<file path="config.mk">
export PLATFORM = sky130hd
export DESIGN_NAME = sat_counter
export DESIGN_NICKNAME = d
export VERILOG_FILES = /design/src/rtl/sat_counter.sv
export SDC_FILE = /design/constraint.sdc
export NUM_CORES = 1
export LEC_CHECK = 0
export ABC_AREA = 1
export BUFFER_PORTS_ARGS = -buffer_cell sky130_fd_sc_hd__buf_2
export CAP_MARGIN = 10
export CORE_MARGIN = 2
export CORE_UTILIZATION = 30
export DETAILED_ROUTE_END_ITERATION = 7
export HOLD_SLACK_MARGIN = 0.02
export SYNTH_ARGS = -nofsm -noshare
export SYNTH_HDL_FRONTEND = slang
export SYNTH_SLANG_ARGS = --single-unit
</file>
<file path="constraint.sdc">
create_clock -name clk -period 1.2 [get_ports clk]
set_clock_uncertainty 0.05 [all_clocks]
set_input_delay 0.24 -clock clk [delete_from_list [all_inputs] [get_ports clk]]
set_output_delay 0.24 -clock clk [all_outputs]
set_load 0.03 [all_outputs]
</file>
<file path="src/rtl/sat_counter.sv">
// Saturating up-counter with synchronous clear (clear has priority over increment).
module sat_counter #(
  parameter int unsigned Width = 8
) (
  input  logic             clk,
  input  logic             rst_n,
  input  logic             inc,
  input  logic             clr,
  output logic [Width-1:0] cnt
);

  logic [Width-1:0] cnt_q;

  // Count up to all-ones and hold there until cleared.
  always_ff @(posedge clk or negedge rst_n) begin
    if (!rst_n) begin
      cnt_q <= '0;
    end else if (clr) begin
      cnt_q <= '0;
    end else if (inc && (cnt_q != '1)) begin
      cnt_q <= cnt_q + Width'(1);
    end
  end

  assign cnt = cnt_q;

endmodule

</file>
==> metrics.txt, run 1 <==
grt ovf=0; max reg flops=8; DRT Pass-1 Iters=4; Die Height=45.3 µm; CTS tree=yes; Remaining DRCs=0; total design power=685 µW; Mapped Cells=74; Synth top cells by count=nand2_1, inv_1, nand3_1, dfrtp_1, nor2_1; max incr delay on CP=0.43 ns; final hold viol count=0; area grow syn2layout=64.1%; Final Net Count=108; Initial Utilization=32.8%; Synth area leader=dfrtp_1; CP arrival=1.04 ns; post-synthesis mux area share=0%; DR iter-0 viols=12; Max Slew Vio Count=0; most common cell in the netlist=nand2_1; Post-synth ARST share=100%; total core area=1560 µm²; Clock Path Buffers=2; Synth Area in XOR/XNOR=0%; H-tree Lvls=1; Synth top area share=39.1%; status=finished with violations; final setup margin=-0.130 ns; achievable clock frequency=0.752 GHz; area of the multi-input gates=330 µm²; WP data required=0.91 ns; worst skew pair latency=0.25 ns; simple-gate share of the synthesized area=39.9%; period utilization=111%; Synth Register Bits=8; hold crit path type=in -> reg; sequential fraction of the synthesis area=39.1%; synth top area cells=dfrtp_1, nand2_1, nand3_1; Port-buffer cells=11; Worst Hold Slack=0.254 ns; clk slew on worst S/H paths=0.06 ns; Filler Cell Count=156; slowest cell on the critical path=dfrtp_2; pwr dens=816 nW/µm²; Post-Syn Nets=79; number of global-route vias before repair=538; Post-Place Cells=108; Post-Route WL=1390 µm; Synth Area in Compound Gates=9.54%; Period minus WS final=1.33 ns; peak supply drop=0.479 mV; GR Util All Layers=17.6%; fraction of the mapped netlist area in adder cells=2.44%; IO Pins=12; fin cells=118; final core utilization=53.9%; worst slew pin tran=0.292 ns; layout cells sized above 1=47.1%; ANT cells=0; top_reg_cell synth=dfrtp_1; Total Die Area=2050 µm²; Inserted Clock Buffers=3; Setup crit start kind=flip-flop; failing checks=negative setup slack; first-pass GRT wire length=2480 µm; ANT nets after route=0; Pleak=0.000419 µW; Via-to-Cell Ratio=4.85; CP most frequent cell=buf_6; largest family of logic cells by synthesized area=simple AND/OR/NAND/NOR gates; setup_tns=-0.859 ns; gpl congestion=0.881; drt wl/cell=11.8 µm; Max Cap Viol=0; Critical Setup Path Class=reg -> out; largest net degree at the start of global routing=9; Syn. warnings=0; Clock Sinks=8; RSZ-0062 raised after global routing=yes; crit end category=primary output; FP Rows=14; number of synthesized flops with an enable pin=0; initial antenna violation count=0; Via Count=572; Setup-failing EPs final=12; Die Width=45.3 µm; Root Buffer=clkbuf_4; Rel. slew slack=80.4%; DP HPWL=992 µm; critical path cell sequence=buf_6, buf_6, buf_6; Worst path top cell family by delay=flip-flops; CP max FO=2; Buf/Inv on CP=3; syn avg cell area=6.92 µm²; Netlist cell types=15; Post-Syn Area=512 µm²; Sequential Area=205 µm²
==> final cells by class <==
class / count / share of cell area (%)
Timing Repair Buffer: 24 / 25.2
Tap cell: 16 / 2.38
Multi-Input combinational cell: 55 / 39.3
Sequential cell: 8 / 24.4
Clock buffer: 4 / 3.13
Inverter: 11 / 5.51
==> metrics by stage <==
stage / instance area [µm²] / setup slack [ns]
6_report: 840 / -0.130
5_1_grt: 840 / -0.215
4_1_cts: 813 / -0.133
3_5_place_dp: 669 / -0.0892
3_3_place_gp: 669 / -0.0755
2_1_floorplan: 542 / -0.129
==> final timing paths <==
path	cells after the start	end	from	slack, ns
worst max-delay path	3	cnt[1]	cnt[1]$_DFFE_PN0P_	-0.13
worst min-delay path	3	cnt[5]$_DFFE_PN0P_	inc	0.25
worst max register to register	9	cnt[3]$_DFFE_PN0P_	cnt[1]$_DFFE_PN0P_	-0.12
worst min register to register	2	cnt[6]$_DFFE_PN0P_	cnt[6]$_DFFE_PN0P_	0.48
max in group asynchronous	2	cnt[6]$_DFFE_PN0P_	rst_n	0.61
min in group asynchronous	2	cnt[1]$_DFFE_PN0P_	rst_n	0.30
==> cells in the final DEF, fill, tap and decap left out, drive strengths merged, types with 2 or more instances in the layout <==
master   n
nand2   28
buf     22
inv     10
nand3    9
dfrtp    8
nor2     7
clkbuf   5
a21oi    5
nor3     2
o21bai   2
==> logic make-up (layout without fill, tap and decap cells) <==
family / Yosys count / after routing
fa+ha+maj: 1 / 1
simple gates: 46 / 46
buf+inv: 11 / 39
flops: 8 / 8
compound gates: 8 / 8
==> tightest hold or removal path, cell delays in order <==
cell	delay [ns]
buf_2	0.11
nor3_1	0.07
a21oi_2	0.10
==> what timing repair did <==
item	4_1_cts	5_1_grt
pin swaps	3	2
resized for setup	20	9
hold buffers	1	0
hold endpoints to repair	8	0
setup buffers	5	0
endpoints found under the setup margin	12	14
==> routing by layer <==
layer	track usage (%)	vias to the layer above	wire, µm
met5	0	-	0
met3	1.20	2	50
li1	-	291	-
met4	10.6	0	9
met1	25.7	271	675
met2	25.1	8	654
==> power breakdown <==
group | internal [µW] | switching [µW]
clock network | 127 | 92.5
registers | 283 | 15.5
logic | 78.2 | 89.1
No activity file was read; power rests on OpenSTA's default activity.
==> inputs of run 2 (changes only) <==
- CELL_PAD_IN_SITES_DETAIL_PLACEMENT: not set -> 0
- CELL_PAD_IN_SITES_GLOBAL_PLACEMENT: not set -> 1
- PLACE_DENSITY_LB_ADDON: not set -> 0.1
==> run 2 against run 1 <==
Effect of this change: the run still ends with negative setup slack left; critical path depth rose by 6; core utilization is 1.5 points higher; hold slack got worse by 0.058 ns; register-to-register slack barely moved; count of clock-buffer cells in the layout unchanged; first-iteration DRC count rose by 58%; largest power group unchanged; non-clock buffer count is 6 higher; highest routed layer unchanged; final cell count grew 5.1%; sequential power is essentially flat; cell area increased by 2.8%.
==> metrics.txt, run 2 (synthesis results as in run 1) <==
status=finished with violations (unchanged); failing checks=negative setup slack (unchanged); Setup-failing EPs final=12 (unchanged); Max Slew Vio Count=0 (unchanged); DP HPWL=1020 µm (was 992 µm); Pleak=0.000457 µW (was 0.000419 µW); combinational fraction of design power=22.6% (was 24.4%); Remaining DRCs=0 (unchanged); total core area=1560 µm² (unchanged); gpl congestion=0.767 (was 0.881); Inserted Clock Buffers=3 (unchanged); period utilization=109% (was 111%); pwr dens=813 nW/µm² (was 816 nW/µm²); CP arrival=1.41 ns (was 1.04 ns); layout cells sized above 1=45.4% (was 47.1%); clk slew on worst S/H paths=0.07 ns (was 0.06 ns); peak supply drop=0.641 mV (was 0.479 mV); number of global-route vias before repair=525 (was 538); DR iter-0 viols=19 (was 12); worst r2r dst=cnt[3]$_DFFE_PN0P_ (unchanged); Via Count=589 (was 572); final hold viol count=0 (unchanged); hold crit path type=in -> reg (unchanged); hold path depth=3 (unchanged); setup_tns=-0.879 ns (was -0.859 ns); DRT Pass-1 Iters=4 (unchanged); area of the multi-input gates=307 µm² (was 330 µm²); net load switching power=217 µW (was 197 µW); Critical R2R Launch=cnt[1]$_DFFE_PN0P_ (unchanged); ANT cells=0 (unchanged); max reg flops=8 (unchanged); Final Net Count=114 (was 108); GR Util All Layers=17.4% (was 17.6%); largest net degree at the start of global routing=9 (unchanged); Root Buffer=clkbuf_4 (unchanged); Die Width=45.3 µm (unchanged); Placed Area=684 µm² (was 669 µm²); FP Rows=14 (unchanged); most frequent cells in the layout=nand2_1, buf_4, buf_6 (was nand2_1, buf_6, inv_1); drt wl/cell=11.7 µm (was 11.8 µm); Port-buffer cells=11 (unchanged); first-pass GRT wire length=2420 µm (was 2480 µm); Setup crit start kind=flip-flop (unchanged); Initial Utilization=32.8% (unchanged); Critical Setup Path Class=reg -> reg (was reg -> out); WP data required=1.30 ns (was 0.91 ns); IO Pins=12 (unchanged); register share of total power=42.5% (was 43.5%); worst slew pin tran=0.217 ns (was 0.292 ns); CTS tree=yes (unchanged); Internal Power=484 µW (was 488 µW); area grow syn2layout=68.7% (was 64.1%); Sequential Area=205 µm² (unchanged); Post-Route WL=1450 µm (was 1390 µm); final setup margin=-0.113 ns (was -0.130 ns); Clk pwr share=34.9% (was 32.1%); Clock Sinks=8 (unchanged); hold_sp=inc (unchanged); Via-to-Cell Ratio=4.75 (was 4.85); Period minus WS final=1.31 ns (was 1.33 ns); achievable clock frequency=0.762 GHz (was 0.752 GHz); initial antenna violation count=0 (unchanged); grt ovf=0 (unchanged); Clock Path Buffers=2 (unchanged); crit end category=flip-flop (was primary output); Die Height=45.3 µm (unchanged); Rel. slew slack=85.5% (was 80.4%); Filler Cell Count=153 (was 156); CP max FO=6 (was 2); worst skew pair latency=0.28 ns (was 0.25 ns); Max Cap Viol=0 (unchanged); Finished Cell Area=863 µm² (was 840 µm²); commonest non-fill, non-tap cell in the layout=nand2_1 (unchanged); Sw Share=31.0% (was 28.8%); Reg2Reg Depth=9 (unchanged); Total Die Area=2050 µm² (unchanged); H-tree Lvls=1 (unchanged); ANT nets after route=0 (unchanged); RSZ-0062 raised after global routing=yes (unchanged); Hold EP=cnt[5]$_DFFE_PN0P_ (unchanged); reg2reg setup slack=-0.11 ns (was -0.12 ns)
## run 2: repair_timing
action,4_1_cts,5_1_grt
pin swaps,0,4
setup buffers,4,5
hold endpoints to repair,8,0
hold buffers,1,0
setup endpoints to repair,14,15
cloned,0,0
gates resized for setup,16,9
## run 2: power groups by stage
stage	Sequential, µW	Clock (µW)	Combinational [µW]
6_report	298	245	159
5_1_grt	300	261	172
4_1_cts	297	253	148
3_5_place_dp	303	0	122
3_3_place_gp	303	0	124
2_1_floorplan	328	0	43.3
## run 2: layout make-up
class	instances	share of cell area, %
Clock buffer	4	3.04
Inverter	11	5.36
Multi-Input combinational cell	55	35.5
Sequential cell	8	23.8
Tap cell	16	2.32
Timing Repair Buffer	30	30.0
## run 2: worst max-delay path, cell delays in order, from the launching register on
cell and delay [ns]:
dfrtp_2 0.43, ha_4 0.17, nand2_4 0.07, nor2_4 0.04, nand2_2 0.05, nand2_2 0.06
nand2_4 0.10, clkinv_4 0.09, nand2_4 0.07, nand2_2 0.04
## run 2: how the worst max path moves through the flow
stage                  startpoint                 end  cells after the start
3_3_place_gp   cnt[1]$_DFFE_PN0P_  cnt[3]$_DFFE_PN0P_                      9
5_1_grt        cnt[0]$_DFFE_PN0P_  cnt[3]$_DFFE_PN0P_                      9
3_5_place_dp   cnt[1]$_DFFE_PN0P_  cnt[1]$_DFFE_PN0P_                      9
6_report       cnt[1]$_DFFE_PN0P_  cnt[3]$_DFFE_PN0P_                      9
4_1_cts        cnt[1]$_DFFE_PN0P_  cnt[7]$_DFFE_PN0P_                      7
2_1_floorplan  cnt[1]$_DFFE_PN0P_  cnt[3]$_DFFE_PN0P_                      9
## run 2: metrics by stage
stage / instances / utilization, % / hold WS, ns / power [µW] / setup slack, ns
final: 124 / 55.4 / 0.196 / 701 / -0.113
after CTS: 119 / 51.4 / 0.197 / 699 / -0.110
after floorplan: 74 / - / -0.106 / 371 / -0.129
after global routing: 124 / 55.4 / 0.223 / 733 / -0.185
after global placement: 110 / 43.9 / 0.0563 / 427 / -0.0817
after detailed placement: 110 / 43.9 / 0.0523 / 425 / -0.0932
## run 2: routing by layer
metal	vias to the layer above	GRT usage [%]	routed length (µm)
met5	-	0	0
met4	0	12.4	37
met3	4	2.40	58
met2	14	24.0	672
met1	269	24.4	682
li1	302	-	-
==> inputs of run 3 (changes only) <==
- BUFFER_PORTS_ARGS: -buffer_cell sky130_fd_sc_hd__buf_2 -> -buffer_cell sky130_fd_sc_hd__clkbuf_2
- GPL_TIMING_DRIVEN: not set -> 0
==> run 3 against run 2 <==
Effect of this change: the run still ends with negative setup slack left; cell area decreased by 5.2%; largest cell class unchanged; final cell count decreased by 7.3%; routed wire length decreased by 5.9%.
==> metrics.txt, run 3 (synthesis results as in run 1) <==
status=finished with violations (unchanged); failing checks=negative setup slack (unchanged); max reg flops=8 (unchanged); CTS tree=yes (unchanged); Pleak=0.000402 µW (was 0.000457 µW); Via-to-Cell Ratio=4.77 (was 4.75); gpl congestion=0.758 (was 0.767); drt wl/cell=11.9 µm (was 11.7 µm); Die Height=45.3 µm (unchanged); total core area=1560 µm² (unchanged); hold crit path type=in -> reg (unchanged); ANT nets after route=0 (unchanged); worst slew pin tran=0.229 ns (was 0.217 ns); CP max FO=6 (unchanged); FP Rows=14 (unchanged); final setup margin=-0.115 ns (was -0.113 ns); initial antenna violation count=0 (unchanged); Clock Sinks=8 (unchanged); largest net degree at the start of global routing=9 (unchanged); Worst Hold Slack=0.205 ns (was 0.196 ns); DR iter-0 viols=6 (was 19); Post-Route WL=1370 µm (was 1450 µm); Die Width=45.3 µm (unchanged); Initial Utilization=32.8% (unchanged); worst skew pair latency=0.27 ns (was 0.28 ns); pwr dens=857 nW/µm² (was 813 nW/µm²); Setup crit start kind=flip-flop (unchanged); crit end category=flip-flop (unchanged); H-tree Lvls=1 (unchanged); most frequent cells in the layout=nand2_1, inv_1, buf_4 (was nand2_1, buf_4, buf_6); layout cells sized above 1=47.5% (was 45.4%); area grow syn2layout=59.9% (was 68.7%); RSZ-0062 raised after global routing=yes (unchanged); Filler Cell Count=159 (was 153); Critical Setup Path Class=reg -> reg (unchanged); Max Slew Vio Count=0 (unchanged); ANT cells=0 (unchanged); Finished Cell Area=818 µm² (was 863 µm²); Rel. slew slack=84.8% (was 85.5%); clk slew on worst S/H paths=0.07 ns (about the same); final hold viol count=0 (unchanged); Setup-failing EPs final=10 (was 12); Via Count=548 (was 589); period utilization=110% (was 109%); Reg2Reg Depth=9 (unchanged); grt ovf=0 (unchanged); number of global-route vias before repair=488 (was 525); Total Die Area=2050 µm² (unchanged); Period minus WS final=1.31 ns (about the same); CP arrival=1.42 ns (was 1.41 ns); achievable clock frequency=0.761 GHz (was 0.762 GHz); GR Util All Layers=16.9% (was 17.4%); Placed Area=617 µm² (was 684 µm²); hold path depth=3 (unchanged); peak supply drop=0.632 mV (was 0.641 mV); Remaining DRCs=0 (unchanged); DRT Pass-1 Iters=4 (unchanged); WP data required=1.31 ns (was 1.30 ns); Max Cap Viol=0 (unchanged); Clock Path Buffers=2 (unchanged); DP HPWL=949 µm (was 1020 µm); first-pass GRT wire length=2310 µm (was 2420 µm); Root Buffer=clkbuf_4 (unchanged); Inserted Clock Buffers=3 (unchanged); Port-buffer cells=11 (unchanged); Final Net Count=105 (was 114); IO Pins=12 (unchanged); commonest non-fill, non-tap cell in the layout=nand2_1 (unchanged)
-- run 3: final timing paths --
kind / slack, ns / end / startpoint
hold / removal: 0.20 / cnt[5]$_DFFE_PN0P_ / inc
min in group asynchronous: 0.31 / cnt[0]$_DFFE_PN0P_ / rst_n
setup reg to reg: -0.11 / cnt[4]$_DFFE_PN0P_ / cnt[1]$_DFFE_PN0P_
setup / recovery: -0.11 / cnt[4]$_DFFE_PN0P_ / cnt[1]$_DFFE_PN0P_
hold reg to reg: 0.49 / cnt[6]$_DFFE_PN0P_ / cnt[6]$_DFFE_PN0P_
max in group asynchronous: 0.58 / cnt[6]$_DFFE_PN0P_ / rst_n
-- run 3: repair_timing --
item	in CTS	in global routing
setup endpoints to repair	12	16
setup buffers	5	4
hold endpoints to repair	8	0
pin swaps	3	3
hold buffers	1	0
gates resized for setup	12	27
-- run 3: area by class of cell --
type	instances	area, µm²	share of cell area (%)
Sequential cell	8	206	25.2
Timing Repair Buffer	21	190	23.2
Tap cell	16	20.0	2.45
Multi-Input combinational cell	55	329	40.2
Clock buffer	4	26.3	3.21
Inverter	11	46.3	5.66
-- run 3: per-layer routing --
layer	vias to the layer above	global-route usage (%)	routed length, µm
met5	-	0	0
met3	5	4.80	47
met4	0	12.4	43
li1	285	-	-
met1	242	23.0	693
met2	16	22.3	581
-- run 3: critical path, stage by stage (launching register included) --
cell and delay (ns):
dfrtp_2 0.44, ha_4 0.18, nand2_4 0.08, nor2_4 0.04, nand2_2 0.06, nand2_2 0.06, nand2_4 0.10, clkinv_4 0.08
nand2_2 0.06, nand2_2 0.04
-- run 3: per-stage QoR --
stage	power [µW]	cells	setup WS [ns]	TNS [ns]	utilization (%)
floorplan	371	74	-0.129	-0.845	-
global placement	408	101	-0.148	-0.809	39.6
detailed placement	408	101	-0.136	-0.836	39.6
CTS	692	111	-0.127	-0.855	47.3
global route	746	115	-0.198	-1.56	52.5
finish	702	115	-0.115	-0.796	52.5
-- run 3: where the power goes --
part | internal [µW] | total, µW | switching (µW)
combinational | 72.5 | 155 | 82.4
clock | 129 | 244 | 116
sequential | 283 | 302 | 19.1
total | 484 | 702 | 217
